[config.mk]
export PLATFORM = sky130hd
export DESIGN_NAME = multicycle_controller
export DESIGN_NICKNAME = d
export VERILOG_FILES = /design/src/rtl/riscv_ctrl_pkg.sv /design/src/rtl/immsrc_decoder.sv /design/src/rtl/multicycle_controller.sv
export SDC_FILE = /design/constraint.sdc
export NUM_CORES = 1
export LEC_CHECK = 0
export CORE_MARGIN = 2
export CORE_UTILIZATION = 50
export CTS_BUF_LIST = sky130_fd_sc_hd__clkbuf_8 sky130_fd_sc_hd__clkbuf_16
export CTS_CLUSTER_SIZE = 40
export DETAILED_ROUTE_END_ITERATION = 12
export HOLD_SLACK_MARGIN = 0.1
export PLACE_DENSITY = 0.85
export SYNTH_ARGS = -nofsm -noshare
export SYNTH_HDL_FRONTEND = slang
export SYNTH_HIERARCHICAL = 1
export SYNTH_SLANG_ARGS = --single-unit
export TNS_END_PERCENT = 10
[constraint.sdc]
create_clock -name clk -period 3.56 [get_ports clk]
set_input_delay 1.068 -clock clk [delete_from_list [all_inputs] [get_ports clk]]
set_output_delay 1.068 -clock clk [all_outputs]
set_load 0.02 [all_outputs]
[src/rtl/riscv_ctrl_pkg.sv]
// Shared control definitions for the RV32I cores: opcodes, multicycle FSM
// states and the datapath mux/ALU encodings driven by the controllers.
package riscv_ctrl_pkg;

  localparam logic [6:0] OP_R    = 7'b0110011;
  localparam logic [6:0] OP_LW   = 7'b0000011;
  localparam logic [6:0] OP_SW   = 7'b0100011;
  localparam logic [6:0] OP_BEQ  = 7'b1100011;
  localparam logic [6:0] OP_ADDI = 7'b0010011;

  typedef enum logic [3:0] {
    FETCH    = 4'd0,
    DECODE   = 4'd1,
    MEMADR   = 4'd2,
    MEMREAD  = 4'd3,
    MEMWB    = 4'd4,
    MEMWRITE = 4'd5,
    EXECUTER = 4'd6,
    EXECUTEI = 4'd7,
    ALUWB    = 4'd8,
    BEQ      = 4'd9,
    TRAP     = 4'd10
  } state_t;

  localparam logic [1:0] SRCA_PC    = 2'b00;
  localparam logic [1:0] SRCA_OLDPC = 2'b01;
  localparam logic [1:0] SRCA_REGA  = 2'b10;

  localparam logic [1:0] SRCB_REGB  = 2'b00;
  localparam logic [1:0] SRCB_IMM   = 2'b01;
  localparam logic [1:0] SRCB_FOUR  = 2'b10;

  localparam logic [1:0] RES_ALUOUT    = 2'b00;
  localparam logic [1:0] RES_DATA      = 2'b01;
  localparam logic [1:0] RES_ALURESULT = 2'b10;

  localparam logic [1:0] ALUOP_ADD   = 2'b00;
  localparam logic [1:0] ALUOP_SUB   = 2'b01;
  localparam logic [1:0] ALUOP_FUNCT = 2'b10;

  localparam logic [1:0] IMM_I = 2'b00;
  localparam logic [1:0] IMM_S = 2'b01;
  localparam logic [1:0] IMM_B = 2'b10;

endpackage

[src/rtl/immsrc_decoder.sv]
// Opcode to immediate-format select; shared by the single- and multicycle cores.
module immsrc_decoder
  import riscv_ctrl_pkg::*;
(
  input  logic [6:0] opcode,
  output logic [1:0] imm_src
);

  always_comb begin
    imm_src = IMM_I;
    case (opcode)
      OP_SW:   imm_src = IMM_S;
      OP_BEQ:  imm_src = IMM_B;
      default: imm_src = IMM_I;
    endcase
  end

endmodule

[src/rtl/multicycle_controller.sv]
// Main control FSM of the multicycle RV32I core: sequences fetch, decode,
// execute, memory and writeback, stalls on mem_ready and counts retirements.
module multicycle_controller
  import riscv_ctrl_pkg::*;
#(
  parameter int CNT_W = 32
) (
  input  logic             clk,
  input  logic             reset,
  input  logic [6:0]       Opcode,
  input  logic             Zero,
  input  logic             mem_ready,
  output logic             mem_req,
  output logic             AdrSrc,
  output logic             IRWrite,
  output logic             PCWrite,
  output logic             MemWrite,
  output logic             RegWrite,
  output logic [1:0]       ImmSrc,
  output logic [1:0]       ALUSrcA,
  output logic [1:0]       ALUSrcB,
  output logic [1:0]       ALUOp,
  output logic [1:0]       ResultSrc,
  output logic             instr_retired,
  output logic [CNT_W-1:0] retired_cnt,
  output logic             illegal_instr,
  output logic [3:0]       fsm_state
);

  state_t state, next;
  logic   pc_update;
  logic   branch;

  immsrc_decoder u_immsrc (
    .opcode  (Opcode),
    .imm_src (ImmSrc)
  );

  always_ff @(posedge clk) begin
    if (reset) state <= FETCH;
    else       state <= next;
  end

  always_comb begin
    next = state;
    case (state)
      FETCH:    if (mem_ready) next = DECODE;
      DECODE: begin
        case (Opcode)
          OP_LW, OP_SW: next = MEMADR;
          OP_R:         next = EXECUTER;
          OP_ADDI:      next = EXECUTEI;
          OP_BEQ:       next = BEQ;
          default:      next = TRAP;
        endcase
      end
      MEMADR:   next = (Opcode == OP_LW) ? MEMREAD :
                       (Opcode == OP_SW) ? MEMWRITE : TRAP;
      MEMREAD:  if (mem_ready) next = MEMWB;
      MEMWB:    next = FETCH;
      MEMWRITE: if (mem_ready) next = FETCH;
      EXECUTER: next = ALUWB;
      EXECUTEI: next = ALUWB;
      ALUWB:    next = FETCH;
      BEQ:      next = FETCH;
      TRAP:     next = TRAP;
      default:  next = TRAP;
    endcase
  end

  always_comb begin
    mem_req       = 1'b0;
    AdrSrc        = 1'b0;
    IRWrite       = 1'b0;
    pc_update     = 1'b0;
    branch        = 1'b0;
    MemWrite      = 1'b0;
    RegWrite      = 1'b0;
    ALUSrcA       = SRCA_PC;
    ALUSrcB       = SRCB_REGB;
    ALUOp         = ALUOP_ADD;
    ResultSrc     = RES_ALUOUT;
    instr_retired = 1'b0;
    case (state)
      FETCH: begin
        mem_req   = 1'b1;
        ALUSrcB   = SRCB_FOUR;
        ResultSrc = RES_ALURESULT;
        IRWrite   = mem_ready;
        pc_update = mem_ready;
      end
      DECODE: begin
        ALUSrcA = SRCA_OLDPC;
        ALUSrcB = SRCB_IMM;
      end
      MEMADR: begin
        ALUSrcA = SRCA_REGA;
        ALUSrcB = SRCB_IMM;
      end
      MEMREAD: begin
        mem_req = 1'b1;
        AdrSrc  = 1'b1;
      end
      MEMWB: begin
        ResultSrc     = RES_DATA;
        RegWrite      = 1'b1;
        instr_retired = 1'b1;
      end
      MEMWRITE: begin
        mem_req       = 1'b1;
        AdrSrc        = 1'b1;
        MemWrite      = 1'b1;
        instr_retired = mem_ready;
      end
      EXECUTER: begin
        ALUSrcA = SRCA_REGA;
        ALUOp   = ALUOP_FUNCT;
      end
      EXECUTEI: begin
        ALUSrcA = SRCA_REGA;
        ALUSrcB = SRCB_IMM;
        ALUOp   = ALUOP_FUNCT;
      end
      ALUWB: begin
        RegWrite      = 1'b1;
        instr_retired = 1'b1;
      end
      BEQ: begin
        ALUSrcA       = SRCA_REGA;
        ALUOp         = ALUOP_SUB;
        branch        = 1'b1;
        instr_retired = 1'b1;
      end
      default: ;
    endcase
    // During reset the stored state may be anything: kill every enable so an
    // in-flight access never completes, and present the FETCH mux settings.
    if (reset) begin
      mem_req       = 1'b0;
      AdrSrc        = 1'b0;
      IRWrite       = 1'b0;
      pc_update     = 1'b0;
      branch        = 1'b0;
      MemWrite      = 1'b0;
      RegWrite      = 1'b0;
      instr_retired = 1'b0;
      ALUSrcA       = SRCA_PC;
      ALUSrcB       = SRCB_FOUR;
      ALUOp         = ALUOP_ADD;
      ResultSrc     = RES_ALURESULT;
    end
  end

  assign PCWrite       = pc_update | (branch & Zero);
  assign illegal_instr = (state == TRAP);
  assign fsm_state     = state;

  always_ff @(posedge clk) begin
    if (reset)              retired_cnt <= '0;
    else if (instr_retired) retired_cnt <= retired_cnt + CNT_W'(1);
  end

endmodule

; Yosys cells after proc, flatten, opt, wreduce, memory -nomap -nowiden
; Cells that the tools add are included.
[totals]
regBits = 36
inputBits = 11
output_inout_bits = 54
elab_cells = 63
[op_classes]
addsub = 1
n_eq_ne = 18
mux = 30
bitwise = 2
reduce_logical = 10
[ops]
columns = operator, n
row1 = "32-bit by 1-bit adder with 32-bit output, second input constant", 1
row2 = 4-bit case mux with 7 select lines, 1
row3 = 4-bit 2-to-1 mux, 5
row4 = 2-bit case mux with 2 select lines, 5
row5 = "4-bit by 3-bit == test with 1-bit output, second input constant", 4
row6 = 4-bit case mux with 4 select lines, 1
row7 = "7-bit by 6-bit == test with 1-bit output, second input constant", 2
row8 = 1-bit 2-to-1 mux, 13
row9 = "4-bit == test, second input constant", 3
row10 = 3-bit OR reduction, 3
row11 = "4-bit by 2-bit == test with 1-bit output, second input constant", 2
row12 = 2-bit 2-to-1 mux, 4
row13 = 2-bit OR reduction, 4
row14 = "7-bit by 2-bit == test with 1-bit output, second input constant", 1
row15 = "7-bit by 5-bit == test with 1-bit output, second input constant", 1
row16 = "7-bit == test, second input constant", 1
row17 = "2-bit inequality test, second input constant", 3
row18 = "4-bit by 1-bit == test with 1-bit output, second input constant", 1
row19 = 4-bit logical NOT, 1
row20 = 4-bit OR reduction, 1
row21 = 3-bit AND reduction, 1
row22 = 1-bit case mux with 2 select lines, 1
row23 = 1-bit bitwise AND, 1
row24 = 1-bit bitwise OR, 1

; Logic depth before layout (Yosys ltp)
; Gate-level depths: netlist of the first run.
[depth]
word_depth = 5
ltp_mapped = 7
ltp_nobuf = 6

; By module
; The synthesis of the first run kept the hierarchy.
[by_module_without_submodules]
columns = module, instances, cells_each, area_per_inst_um2, seq_area_each_um2
row1 = multicycle_controller, 1, 257, 2016.9, 720.7
row2 = immsrc_decoder, 1, 3, 45.0, 0.0

; Worst setup path after synthesis of the first run
; OpenSTA, ideal clock, no wires.
[synth_path]
kind = input -> output
startpoint = in reset
endpoint = out RegWrite
t_arrival_ns = 2.290
setup_slack_ns = 0.202
path_stages = 2
cell_sequence = clkbuf_1 > a2111oi_0
[synth_via]
elab_chain_len = 1
[synth_rtl]
columns = item, line_no
row1 = from (decl), multicycle_controller.sv:9  ; input logic reset,
row2 = 1-bit 2-to-1 mux, multicycle_controller.sv:138  ; if (reset) begin
row3 = to (decl), multicycle_controller.sv:18  ; output logic RegWrite,
; Every way passes these cells.

; Final worst setup path of the first run
[layout_path]
startpoint = in reset
endpoint = out MemWrite
[layout_via]
elab_chain_len = 1
[layout_rtl]
columns = item, line_no
row1 = 1-bit 2-to-1 mux, multicycle_controller.sv:138
row2 = to (decl), multicycle_controller.sv:17  ; output logic MemWrite,
; Every way passes these cells.

==> impl_metrics.ini, run 1 <==
[status]
status = finished, final reports clean

[die]
num_io_pins = 65
die_area_mm2 = 0.00465
start_util_pct = 51.9
die_h_um = 68.2
core-area_mm2 = 0.00397
dieWidth_um = 68.2
rows = 23

[synth]
synthArstFlopShare_pct = 0
yosysTopAreaCell = dfxtp_1
synth_top_area_share_pct = 35.0
synth_sequential_area_ratio_pct = 35.0
synth_edf_count = 0
netlist_instances = 260
synth_flop_cell = dfxtp_1
synth_cell_types = 47
synthTopCellsByArea = dfxtp_1, nor2_1, xnor2_1
ys_warn_count = 6
syn_area_mm2 = 0.00206
synth_seq_cells = 36
syn_avg_cell_area_um2 = 7.93
syn_nets = 272

[timing]
fin_ws_ns = 0.123
finalSetupViolCount = 0
max_slew_margin_pct = 55.3
hold_viol = 0
slew_viol_final = 0
holdWs_ns = 0.516
fin_skew_ns = 0.00673
fmaxAchievable_mhz = 291
grt_setup_unrepaired = false
worst_pin_slew_ns = 0.666
period_share_pct = 96.5
fin_crit_ns = 3.44

[min_path]
min_path_type = reg2reg
holdPathStages = 2
hp-start = retired_cnt[31]

[cts]
clock_path_buffers = 2
cts_tree = yes
cts_sinks = 36
root_buffer = clkbuf_8
numCtsBuffers = 5
cts_max_level = 2
post_cts_buffers = 0
clk_pin_slew_worst_paths_ns = 0.07
insertion_delay_ns = 0.28

[grt]
met3_usage_pct = 5.26
grt_util_all_layers_pct = 23.9
grt_overflow_total = 0
busiest_layer = met2
grt_pass1_vias = 1914
grt_max_degree = 20
grt_use_met2_pct = 42.4
antenna_found_initial = 0
use_met1_pct = 27.8
grt_first_pass_wirelength_um = 8480

[detailed_routing]
drt-initial-drc-count = 113
drc = 0
drt_wl_total_um = 5410
routedWlPerCell_um = 14.1
vias = 2215
antenna_left = 0
via_per_inst = 5.77
first_pass_iters = 4

[run]
max_cap_violations = 0

[setup_path]
cp_num_buf_inv = 3
crit_path_max_incr_delay_ns = 0.50
start_kind = primary input
setup.worst_path.end_class = output port
required_ns = 2.49
worst-path-stages = 4
critical_path.top_delay_family = buffers and inverters
r2r_start = fsm_state[3]
r2r.worst_path.cells = 6
crit_arrival_ns = 2.37
crit_chain = clkdlybuf4s50_1 -> buf_4 -> nor3_1 -> dlygate4sd2_1
crit_start = reset
slowest_stage = clkdlybuf4s50_1
criticalPathCategory = in2out
critPathMaxFanout = 6

[power]
leakage_uw = 0.00106
cellPowerDensity_mw_per_mm2 = 459
peakVddDrop_v = 0.000366

[finish]
fillers = 340
multi_input_area_mm2 = 0.00127
final_common_cell = clkdlybuf4s50_1
final_cell_mix = clkdlybuf4s50_1, dfxtp_1, nor2_1
antenna_cells = 0
fin_nets = 346
drive_above_1_share_pct = 8.08
seq_area_um2 = 721
syn_to_final_growth_pct = 40.7

[placed_design]
dp_hpwl_um = 4020
gp_congestion = 0.861
port_buffers = 64
pre_cts_ws_ns = -0.187
==> synth_stat cells, types with 8 or more instances <==
master,number
o21ai_0,14
nor2_1,33
xor2_1,8
or3_1,13
nor3_1,13
xnor2_1,12
clkbuf_1,12
nand3_1,11
nand2_1,9
dfxtp_1,36
nand4_1,13
nor4_1,10
a21oi_1,17
==> tightest hold or removal path, delay by kind of cell, from the launching register on <==
kind / cells / cell delay, ns
DFF: 1 / 0.32
AOI/OAI and AO/OA: 2 / 0.14
==> layer usage <==
metal	wire length [µm]	vias to the layer above	share of wire (%)
met2	2720	75	50
met1	2310	1019	43
li1	-	1112	-
met4	68	0	1.3
met3	315	9	5.8
met5	0	-	0
==> flip-flops by register name, indices dropped and copies added (netlist names) <==
name,cells
retired_cnt,32
fsm_state,4
==> metrics by stage <==
step / cell area (µm²) / TNS [ns] / cells / power (µW) / util [%]
6_report: 2900 / 0 / 384 / 1330 / 73.0
5_1_grt: 2900 / 0 / 384 / 1400 / 73.0
4_1_cts: 2900 / 0 / 384 / 1330 / 72.9
3_5_place_dp: 2840 / -1.28 / 377 / 1100 / 71.4
3_3_place_gp: 2840 / -1.06 / 377 / 1090 / 71.4
2_1_floorplan: 2060 / 0 / 260 / 857 / -
==> where the power goes <==
group	leakage [µW]	switching (µW)	internal, µW
clock network	0.0000452	136	130
logic	0.000728	330	256
registers	0.000291	52.7	426
==> area by class of cell <==
| cell class | instances | area share [%] |
|---|---|---|
| inverter | 4 | 0.518 |
| timing repair buffer | 81 | 26.0 |
| multi-input combinational | 206 | 43.8 |
| clock inverter | 2 | 0.302 |
| clock buffer | 5 | 2.37 |
| sequential | 36 | 24.8 |
| tap | 50 | 2.16 |
==> final timing paths <==
path / to / slack (ns)
min: retired_cnt[31] / 0.52
max: MemWrite / 0.12
max reg2reg: retired_cnt[21] / 1.08
min reg2reg: retired_cnt[31] / 0.52
==> cells by family (layout without fill, tap and decap cells) <==
family          Yosys count  after routing  share of synthesized area [%]
fa+ha+maj                 1              1                          0.607
compound gates           49             49                           14.3
buf+inv                  18             92                           3.46
xor+xnor                 20             20                           8.50
simple gates            134            134                           37.2
flops                    36             36                           35.0
mux                       2              2                           1.03
==> what timing repair did <==
action | CTS | global route
hold buffers | 0 | 0
resized for setup | 15 | 2
endpoints found under the hold margin | 0 | 0
endpoints found under the setup margin | 15 | 2
No activity file was read; power rests on OpenSTA's default activity.
==> run 2, diff against run 1 <==
--- a/config.mk
+++ b/config.mk
@@ -10,6 +10,7 @@
 export CTS_BUF_LIST = sky130_fd_sc_hd__clkbuf_8 sky130_fd_sc_hd__clkbuf_16
 export CTS_CLUSTER_SIZE = 40
 export DETAILED_ROUTE_END_ITERATION = 12
+export GPL_TIMING_DRIVEN = 0
 export HOLD_SLACK_MARGIN = 0.1
 export PLACE_DENSITY = 0.85
 export SYNTH_ARGS = -nofsm -noshare
==> impl_metrics.ini, run 2 (synthesis results as in run 1) <==
[status]
status = finished, final reports clean

[setup_path]
crit_path_max_incr_delay_ns = 0.37
critPathMaxFanout = 10
setup.worst_path.end_class = output port
crit_arrival_ns = 2.38
start_kind = primary input
worst-path-stages = 5
cp_num_buf_inv = 4
path_common_cell = dlygate4sd2_1
criticalPathCategory = in2out
critical_path.top_delay_family = buffers and inverters
crit_chain = dlygate4sd2_1 -> clkbuf_8 -> clkbuf_4 -> nor4_1 -> dlygate4sd2_1
slowest_stage = dlygate4sd2_1
r2r.worst_path.cells = 6
required_ns = 2.49

[cts]
root_buffer = clkbuf_8
insertion_delay_ns = 0.29
ctsResizeCount = 26
cts_sinks = 36
clk_pin_slew_worst_paths_ns = 0.07
clock_path_buffers = 2
ctsHoldBuffers = 0
post_cts_buffers = 0
numCtsBuffers = 5
cts_tree = yes
cts_max_level = 2

[run]
max_cap_violations = 0

[finish]
syn_to_final_growth_pct = 38.5
final_cells = 382
fillers = 335
regMostFlops = retired_cnt
final_cell_mix = clkdlybuf4s50_1, dfxtp_1, nor2_1
fin_nets = 343
largest_reg_flops = 32
final_common_cell = clkdlybuf4s50_1
drive_above_1_share_pct = 6.02
final_util_pct = 71.9
antenna_cells = 0

[grt]
grt_first_pass_wirelength_um = 8880
grt_max_degree = 13
use_met1_pct = 30.8
grt_util_all_layers_pct = 25.4
busiest_layer = met2
antenna_found_initial = 0
grt_use_met2_pct = 42.6
grt_overflow_total = 0
met3_usage_pct = 5.59
grt_pass1_vias = 1985

[detailed_routing]
first_pass_iters = 6
via_per_inst = 5.92
antenna_left = 0
drc = 0
drt_wl_total_um = 5510
drt-initial-drc-count = 196
routedWlPerCell_um = 14.4
vias = 2261

[timing]
grt_setup_unrepaired = false
fin_crit_ns = 3.45
fmaxAchievable_mhz = 290
hold_viol = 0
max_slew_margin_pct = 56.8
finalSetupViolCount = 0
fin_skew_ns = 0.00920
slew_viol_final = 0
worst_pin_slew_ns = 0.642
period_share_pct = 96.8

[power]
combPwrFrac_pct = 44.1
pwr-share-seq_pct = 34.4
peakVddDrop_v = 0.000395
p_int_uw = 807
p_sw_share_pct = 39.7
p_sw_uw = 532
cellPowerDensity_mw_per_mm2 = 469
p_clk_share_pct = 21.4
leakage_uw = 0.00100

[die]
dieWidth_um = 68.2
die_area_mm2 = 0.00465
num_io_pins = 65
die_h_um = 68.2
start_util_pct = 51.9
rows = 23
core-area_mm2 = 0.00397

[placed_design]
port_buffers = 64
gp_congestion = 0.877
dp_cells = 374
dp_hpwl_um = 4120

[min_path]
min_path_type = reg2reg
holdPathStages = 2
[run 2: stage by stage]
stage	total power [µW]	setup slack, ns	hold WS (ns)	setup TNS [ns]	cell area [µm²]
floorplan	857	0.202	0.558	0	2060
global placement	1070	-0.779	0.481	-6.82	2770
detailed placement	1080	-0.772	0.511	-6.86	2770
CTS	1340	-0.0400	0.523	-0.0400	2850
global route	1420	0.0332	0.553	0	2860
finish	1340	0.112	0.521	0	2860
[run 2: worst reg2reg max path, cell delays in order (launching register included)]
cell and delay [ns]:
dfxtp_1 0.46, nand2b_4 0.10, o21ai_1 0.45, nand3b_1 0.27, clkbuf_1 0.31, or3_1 0.37, a21oi_1 0.14
[run 2: layer usage]
metal	share of wire (%)	vias to the layer above	wire, µm
li1	-	1094	-
met1	42	1061	2340
met2	49	95	2710
met3	6.3	11	348
met4	2.2	0	119
met5	0	-	0
[run 2: power by group through the flow]
stage / sequential, µW / clock, µW / combinational [µW]
2_1_floorplan: 488 / 0 / 369
3_5_place_dp: 470 / 0 / 608
5_1_grt: 466 / 313 / 642
3_3_place_gp: 470 / 0 / 599
4_1_cts: 461 / 288 / 590
6_report: 461 / 287 / 591
[run 2: path summary, 6_finish.rpt]
check,start,end,slack (ns)
setup / recovery,reset,ALUSrcA[0],0.11
hold / removal,retired_cnt[29],retired_cnt[29],0.52
setup reg to reg,fsm_state[2],retired_cnt[29],1.40
hold reg to reg,retired_cnt[29],retired_cnt[29],0.52
[run 2: cell type report]
| class | count | area [µm²] | share of cell area, % |
|---|---|---|---|
| Clock buffer | 5 | 68.8 | 2.41 |
| Buffer | 14 | 76.3 | 2.67 |
| Timing Repair Buffer | 64 | 623 | 21.8 |
| Sequential cell | 36 | 721 | 25.2 |
| Inverter | 4 | 15.0 | 0.526 |
| Multi-Input combinational cell | 206 | 1270 | 44.5 |
| Tap cell | 50 | 62.6 | 2.19 |
| Clock inverter | 3 | 18.8 | 0.657 |
